## src/rtl/mc_ctrl_ws.sv

```systemverilog
// Multi-cycle MIPS control unit with memory wait states and a
// multi-cycle multiply/divide sequencer.
module mc_ctrl_ws #(
    parameter int MEM_WAIT  = 1,
    parameter int MD_CYCLES = 32
) (
    input  logic       clk,
    input  logic       rst,
    input  logic [5:0] Op,
    input  logic [5:0] Funct,
    input  logic       Zero,
    input  logic       mem_rdy,
    output logic       PCWrite,
    output logic       IorD,
    output logic       MemReq,
    output logic       MemWrite,
    output logic       IRWrite,
    output logic       RegWrite,
    output logic       EXTOp,
    output logic [1:0] ALUSrcA,
    output logic [1:0] ALUSrcB,
    output logic [1:0] PCSource,
    output logic [1:0] GPRSel,
    output logic [1:0] WDSel,
    output logic [3:0] ALUOp,
    output logic       MDStart,
    output logic       HILOWrite,
    output logic       md_busy,
    output logic       ill_instr,
    output logic [2:0] state_o
);

    typedef enum logic [2:0] {
        S_IF  = 3'd0,
        S_ID  = 3'd1,
        S_EXE = 3'd2,
        S_MEM = 3'd3,
        S_WB  = 3'd4,
        S_MDU = 3'd5,
        S_ERR = 3'd6
    } state_t;

    typedef enum logic [3:0] {
        K_ILL,
        K_J,
        K_JAL,
        K_JR,
        K_JALR,
        K_BEQ,
        K_BNE,
        K_LOAD,
        K_STORE,
        K_IALU,
        K_SHIFT,
        K_RALU,
        K_MD,
        K_MF
    } kind_t;

    localparam logic [5:0] MD_LOAD = 6'(MD_CYCLES - 1);

    localparam logic [3:0] A_ADD  = 4'b0001;
    localparam logic [3:0] A_SUB  = 4'b0010;
    localparam logic [3:0] A_AND  = 4'b0011;
    localparam logic [3:0] A_OR   = 4'b0100;
    localparam logic [3:0] A_SLT  = 4'b0101;
    localparam logic [3:0] A_SLTU = 4'b0110;
    localparam logic [3:0] A_NOR  = 4'b0111;
    localparam logic [3:0] A_SLL  = 4'b1000;
    localparam logic [3:0] A_SRL  = 4'b1001;
    localparam logic [3:0] A_LUI  = 4'b1100;
    localparam logic [3:0] A_XOR  = 4'b1101;
    localparam logic [3:0] A_SRA  = 4'b1110;

    state_t     state, nxt;
    kind_t      kind;
    logic [3:0] alu_code;
    logic       zext;
    logic [5:0] md_cnt;
    logic       mem_done;

    // Wait states are compiled out entirely when MEM_WAIT is 0.
    assign mem_done = (MEM_WAIT == 0) || mem_rdy;
    assign state_o  = state;

    always_comb begin
        kind     = K_ILL;
        alu_code = 4'b0000;
        zext     = 1'b0;
        unique case (Op)
            6'h00: begin
                unique case (Funct)
                    6'h00: begin kind = K_SHIFT; alu_code = A_SLL;  end
                    6'h02: begin kind = K_SHIFT; alu_code = A_SRL;  end
                    6'h03: begin kind = K_SHIFT; alu_code = A_SRA;  end
                    6'h04: begin kind = K_RALU;  alu_code = A_SLL;  end
                    6'h06: begin kind = K_RALU;  alu_code = A_SRL;  end
                    6'h07: begin kind = K_RALU;  alu_code = A_SRA;  end
                    6'h08: kind = K_JR;
                    6'h09: kind = K_JALR;
                    6'h10, 6'h12: kind = K_MF;
                    6'h18, 6'h19,
                    6'h1A, 6'h1B: kind = K_MD;
                    6'h20, 6'h21: begin kind = K_RALU; alu_code = A_ADD;  end
                    6'h22, 6'h23: begin kind = K_RALU; alu_code = A_SUB;  end
                    6'h24: begin kind = K_RALU; alu_code = A_AND;  end
                    6'h25: begin kind = K_RALU; alu_code = A_OR;   end
                    6'h26: begin kind = K_RALU; alu_code = A_XOR;  end
                    6'h27: begin kind = K_RALU; alu_code = A_NOR;  end
                    6'h2A: begin kind = K_RALU; alu_code = A_SLT;  end
                    6'h2B: begin kind = K_RALU; alu_code = A_SLTU; end
                    default: kind = K_ILL;
                endcase
            end
            6'h02: kind = K_J;
            6'h03: kind = K_JAL;
            6'h04: begin kind = K_BEQ; alu_code = A_SUB; end
            6'h05: begin kind = K_BNE; alu_code = A_SUB; end
            6'h08, 6'h09: begin kind = K_IALU; alu_code = A_ADD; end
            6'h0A: begin kind = K_IALU; alu_code = A_SLT;  end
            6'h0B: begin kind = K_IALU; alu_code = A_SLTU; end
            6'h0C: begin kind = K_IALU; alu_code = A_AND; zext = 1'b1; end
            6'h0D: begin kind = K_IALU; alu_code = A_OR;  zext = 1'b1; end
            6'h0E: begin kind = K_IALU; alu_code = A_XOR; end
            6'h0F: begin kind = K_IALU; alu_code = A_LUI; end
            6'h20, 6'h21, 6'h23,
            6'h24, 6'h25: begin kind = K_LOAD;  alu_code = A_ADD; end
            6'h28, 6'h29,
            6'h2B: begin kind = K_STORE; alu_code = A_ADD; end
            default: kind = K_ILL;
        endcase
    end

    always_ff @(posedge clk) begin
        if (rst) begin
            state <= S_IF;
        end else begin
            state <= nxt;
        end
    end

    always_ff @(posedge clk) begin
        if (rst) begin
            md_cnt <= 6'd0;
        end else if (state == S_EXE && nxt == S_MDU) begin
            md_cnt <= MD_LOAD;
        end else if (state == S_MDU && md_cnt != 6'd0) begin
            md_cnt <= md_cnt - 6'd1;
        end
    end

    always_comb begin
        nxt       = state;
        PCWrite   = 1'b0;
        IorD      = 1'b0;
        MemReq    = 1'b0;
        MemWrite  = 1'b0;
        IRWrite   = 1'b0;
        RegWrite  = 1'b0;
        EXTOp     = 1'b1;
        ALUSrcA   = 2'd1;
        ALUSrcB   = 2'd0;
        PCSource  = 2'd0;
        GPRSel    = 2'd0;
        WDSel     = 2'd0;
        ALUOp     = 4'b0000;
        MDStart   = 1'b0;
        HILOWrite = 1'b0;
        md_busy   = 1'b0;
        ill_instr = 1'b0;
        unique case (state)
            S_IF: begin
                MemReq  = 1'b1;
                ALUSrcA = 2'd0;
                ALUSrcB = 2'd1;
                if (mem_done) begin
                    PCWrite = 1'b1;
                    IRWrite = 1'b1;
                    nxt     = S_ID;
                end
            end
            S_ID: begin
                unique case (kind)
                    K_J: begin
                        PCSource = 2'd2;
                        PCWrite  = 1'b1;
                        nxt      = S_IF;
                    end
                    K_JR: begin
                        PCSource = 2'd3;
                        PCWrite  = 1'b1;
                        nxt      = S_IF;
                    end
                    K_JAL: begin
                        PCSource = 2'd2;
                        PCWrite  = 1'b1;
                        RegWrite = 1'b1;
                        GPRSel   = 2'd2;
                        WDSel    = 2'd2;
                        nxt      = S_IF;
                    end
                    K_JALR: begin
                        PCSource = 2'd3;
                        PCWrite  = 1'b1;
                        RegWrite = 1'b1;
                        GPRSel   = 2'd0;
                        WDSel    = 2'd2;
                        nxt      = S_IF;
                    end
                    K_ILL: nxt = S_ERR;
                    default: begin
                        ALUSrcA = 2'd0;
                        ALUSrcB = 2'd3;
                        nxt     = S_EXE;
                    end
                endcase
            end
            S_EXE: begin
                ALUOp = alu_code;
                unique case (kind)
                    K_BEQ, K_BNE: begin
                        PCSource = 2'd1;
                        PCWrite  = (kind == K_BEQ) ? Zero : ~Zero;
                        nxt      = S_IF;
                    end
                    K_LOAD, K_STORE: begin
                        ALUSrcB = 2'd2;
                        nxt     = S_MEM;
                    end
                    K_IALU: begin
                        ALUSrcB = 2'd2;
                        EXTOp   = ~zext;
                        nxt     = S_WB;
                    end
                    K_SHIFT: begin
                        ALUSrcA = 2'd2;
                        nxt     = S_WB;
                    end
                    K_MD: begin
                        MDStart = 1'b1;
                        nxt     = S_MDU;
                    end
                    default: nxt = S_WB;
                endcase
            end
            S_MDU: begin
                md_busy = 1'b1;
                if (md_cnt == 6'd0) begin
                    HILOWrite = 1'b1;
                    nxt       = S_IF;
                end
            end
            S_MEM: begin
                IorD    = 1'b1;
                MemReq  = 1'b1;
                ALUSrcB = 2'd2;
                if (mem_done) begin
                    if (kind == K_STORE) begin
                        MemWrite = 1'b1;
                        nxt      = S_IF;
                    end else begin
                        nxt = S_WB;
                    end
                end
            end
            S_WB: begin
                RegWrite = 1'b1;
                if (kind == K_LOAD) begin
                    WDSel = 2'd1;
                end else if (kind == K_MF) begin
                    WDSel = 2'd3;
                end
                if (Op != 6'h00) begin
                    GPRSel = 2'd1;
                end
                nxt = S_IF;
            end
            S_ERR: begin
                ill_instr = 1'b1;
                nxt       = S_IF;
            end
            default: nxt = S_IF;
        endcase
    end

endmodule

```

## config.mk

```make
export PLATFORM = sky130hd
export DESIGN_NAME = mc_ctrl_ws
export DESIGN_NICKNAME = d
export VERILOG_FILES = /design/src/rtl/mc_ctrl_ws.sv
export SDC_FILE = /design/constraint.sdc
export NUM_CORES = 1
export LEC_CHECK = 0
export CAP_MARGIN = 5
export CORE_ASPECT_RATIO = 0.7
export CORE_MARGIN = 5
export CORE_UTILIZATION = 50
export DETAILED_ROUTE_END_ITERATION = 8
export PLACE_DENSITY = 0.86
export SYNTH_ARGS = -nofsm -noshare
export SYNTH_HDL_FRONTEND = slang
export SYNTH_SLANG_ARGS = --single-unit
```

## constraint.sdc

```tcl
create_clock -name clk -period 5.5 [get_ports clk]
set_input_delay 0.825 -clock clk [delete_from_list [all_inputs] [get_ports clk]]
set_output_delay 0.825 -clock clk [all_outputs]
set_load 0.02 [all_outputs]
```

==> flow_metrics.env <==
export IMPL_maxSlewViolCount=0
export IMPL_first_global_vias=1414
export IMPL_cts_buffers=3
export IMPL_antenna_found_initial=0
export IMPL_area_delta_synth_final_pct=35.6
export IMPL_place_congestion=0.884
export IMPL_skew_ns=0.00303
export IMPL_core_area_um2=2530
export IMPL_antennaDiodeCount=0
export IMPL_ys_async_sr_fraction_pct=0
export IMPL_yosysWarnings=0
export IMPL_worstMarginPinSlew_ns=0.539
export IMPL_holdPathStages=2
export IMPL_nets=265
export IMPL_cts_resized=0
export IMPL_hold_ws_ns=0.566
export IMPL_cap_violations=0
export IMPL_finalCriticalPeriod_ns=4.90
export IMPL_ff_latch_area_um2=180
export IMPL_postCtsSetupBuffers=0
export IMPL_path_buf_inv=2
export IMPL_rows=15
export IMPL_cpPeakStageDelay_ns=0.54
export IMPL_rsz0062_at_grt="no"
export IMPL_die_h_um=53.7
export IMPL_seq_area_frac_synth_pct=13.2
export IMPL_maxSlewHeadroom_pct=63.8
export IMPL_utilization_pct=73.1
export IMPL_die_area_um2=3890
export IMPL_clkTransAtPathRegs_ns=0.04
export IMPL_p_per_area_nw_per_um2=146
export IMPL_io_buffers=43
export IMPL_required_ns=4.68
export IMPL_grtUsageTotal_pct=21.5
export IMPL_gr_total_overflow=0
export IMPL_arrival_ns=4.07
export IMPL_route_vias_total=1670
export IMPL_route_detailed_drc=0
export IMPL_clock_sinks=9
export IMPL_cts_tree="yes"
export IMPL_synthFlopType="dfxtp_1"
export IMPL_cp_end_kind="primary output"
export IMPL_syn_area_um2=1370
export IMPL_synth_nets=228
export IMPL_cpMostUsedCell="clkdlybuf4s50_1"
export IMPL_clock_latency_ns=0.23
export IMPL_wire_per_inst_um=14.7
export IMPL_ir_drop_v=0.000114
export IMPL_synthCells=210
export IMPL_crit_path_max_fanout=8
export IMPL_grt_pass1_wl_um=6720
export IMPL_finalHoldViolations=0
export IMPL_postCtsHoldBufs=0
export IMPL_cts_root_buf="clkbuf_8"
export IMPL_p_total_uw=270
export IMPL_drt_pass1_iter_count=4
export IMPL_worst_hold_path_type="register to register"
export IMPL_yosysUniqueCellTypes=52
export IMPL_crit_type="primary input to primary output"
export IMPL_mostFrequentLayoutCells="43 x clkdlybuf4s50_1, 27 x nor2_1, 20 x a21oi_1"
export IMPL_multiInputGateArea_um2=1090
export IMPL_p_leak_uw=0.000660
export IMPL_cts_buffer_depth=2
export IMPL_layout_commonest_cell="clkdlybuf4s50_1"
export IMPL_num_io_pins=44
export IMPL_hpwl_um=3170
export IMPL_period_share_pct=89.1
export IMPL_h_tree_depth=1
export IMPL_final_fill_count=202
export IMPL_drtIter0Drc=287
export IMPL_setup_viol=0
export IMPL_path_depth=8
export IMPL_r2r_cells=6
export IMPL_tns_ns=0
export IMPL_vias_per_cell=5.96
export IMPL_cp_slowest_cell="or4_4"
export IMPL_path_cells="clkdlybuf4s50_1, or4_4, or3_1, a21oi_1, nor3_1, xnor2_1, a221o_1, clkdlybuf4s50_1"
export IMPL_synth_area_per_cell_um2=6.51
export IMPL_synth_edff_count=0
export IMPL_start_kind="primary input"
export IMPL_synth_seq_cells=9
export IMPL_die_x_um=72.5
export IMPL_routed_wl_um=4120
export IMPL_max_freq_mhz=204
export IMPL_status="complete, no violations"
export IMPL_grt_max_degree=18
export IMPL_antenna_left=0
export IMPL_drive_gt1_share_pct=7.32
export IMPL_cpLargestDelayFamily="simple AND/OR/NAND/NOR gates"
export IMPL_floorplan_initialDensity_pct=53.9
worst min-delay path: cells and delay by family, from the launching register on:
family / cells / cell delay (ns)
xor gates and xnor gates: 1 / 0.13
DFF: 1 / 0.34
and+or+nand+nor: 1 / 0.04
per-layer routing:
layer  up-vias  wire, um  track usage, %
li1        839         -               -
met1       750      2060            32.8
met2        77      1670            30.5
met3         4       381            5.22
met4         0        16            3.37
met5         -         0               0
state kept, by name, indices dropped and copies added (netlist names):
signal	flops
md_cnt	6
state_o	3
cell type report:
cell class / instances / share of cell area [%]
multi-input combinational: 177 / 59.1
timing repair buffer: 46 / 24.4
sequential: 9 / 9.72
clock buffer: 4 / 2.43
tap: 34 / 2.30
inverter: 10 / 2.03
cell families after synthesis:
group | share of synthesized area [%]
and+or+nand+nor | 38.9
AOI/OAI and AO/OA | 34.1
buffers and inverters | 6.68
DFF | 13.2
xor gates and xnor gates | 4.49
adders and majority gates | 1.83
muxes | 0.824
Yosys cell counts, drive strengths merged (2+ instances only):
| cell type | count | area, um2 |
|---|---|---|
| xnor2 | 5 | 43.8 |
| and3 | 4 | 25.0 |
| o311ai | 2 | 25.0 |
| a21oi | 21 | 109 |
| o32a | 2 | 20.0 |
| inv | 10 | 37.5 |
| buf | 2 | 8.75 |
| o311a | 2 | 31.3 |
| a22oi | 3 | 22.5 |
| nor2 | 28 | 113 |
| clkbuf | 12 | 45.0 |
| o21a | 2 | 15.0 |
| o31a | 2 | 17.5 |
| a31oi | 2 | 12.5 |
| or2 | 3 | 18.8 |
| ha | 2 | 25.0 |
| nor2b | 8 | 50.1 |
| nand2 | 18 | 67.6 |
| nor3b | 2 | 15.0 |
| nand3b | 2 | 15.0 |
| nand3 | 8 | 40.0 |
| xor2 | 2 | 17.5 |
| dfxtp | 9 | 180 |
| o22ai | 4 | 25.0 |
| o211ai | 3 | 27.5 |
| o41ai | 2 | 17.5 |
| o21ai | 10 | 50.1 |
| a21o | 2 | 15.0 |
| and2 | 3 | 18.8 |
| or3 | 5 | 31.3 |
| nor3 | 7 | 35.0 |
| nor4 | 3 | 25.0 |
| nand2b | 6 | 37.5 |
| a211oi | 3 | 22.5 |
stage by stage:
stage,area [um2],std cells,worst slack (ns)
finish,1850,280,0.601
floorplan,1370,210,1.60
global route,1850,280,0.449
detailed placement,1810,276,0.666
CTS,1850,280,0.660
global placement,1810,276,0.712
where the power goes:
group | switching, uW | total (uW) | internal, uW
combinational | 68.9 | 123 | 54.4
clock | 25.0 | 75.4 | 50.4
sequential | 3.71 | 70.9 | 67.2
total | 97.6 | 270 | 172
path summary, 6_finish.rpt:
kind,startpoint,to,slack [ns]
worst max-delay path,Op[4],PCWrite,0.60
worst min-delay path,md_cnt[5],md_cnt[5],0.57
worst max register to register,state_o[2],state_o[2],3.58
worst min register to register,md_cnt[5],md_cnt[5],0.57
Note: power is estimated with default switching activity, not from simulation.
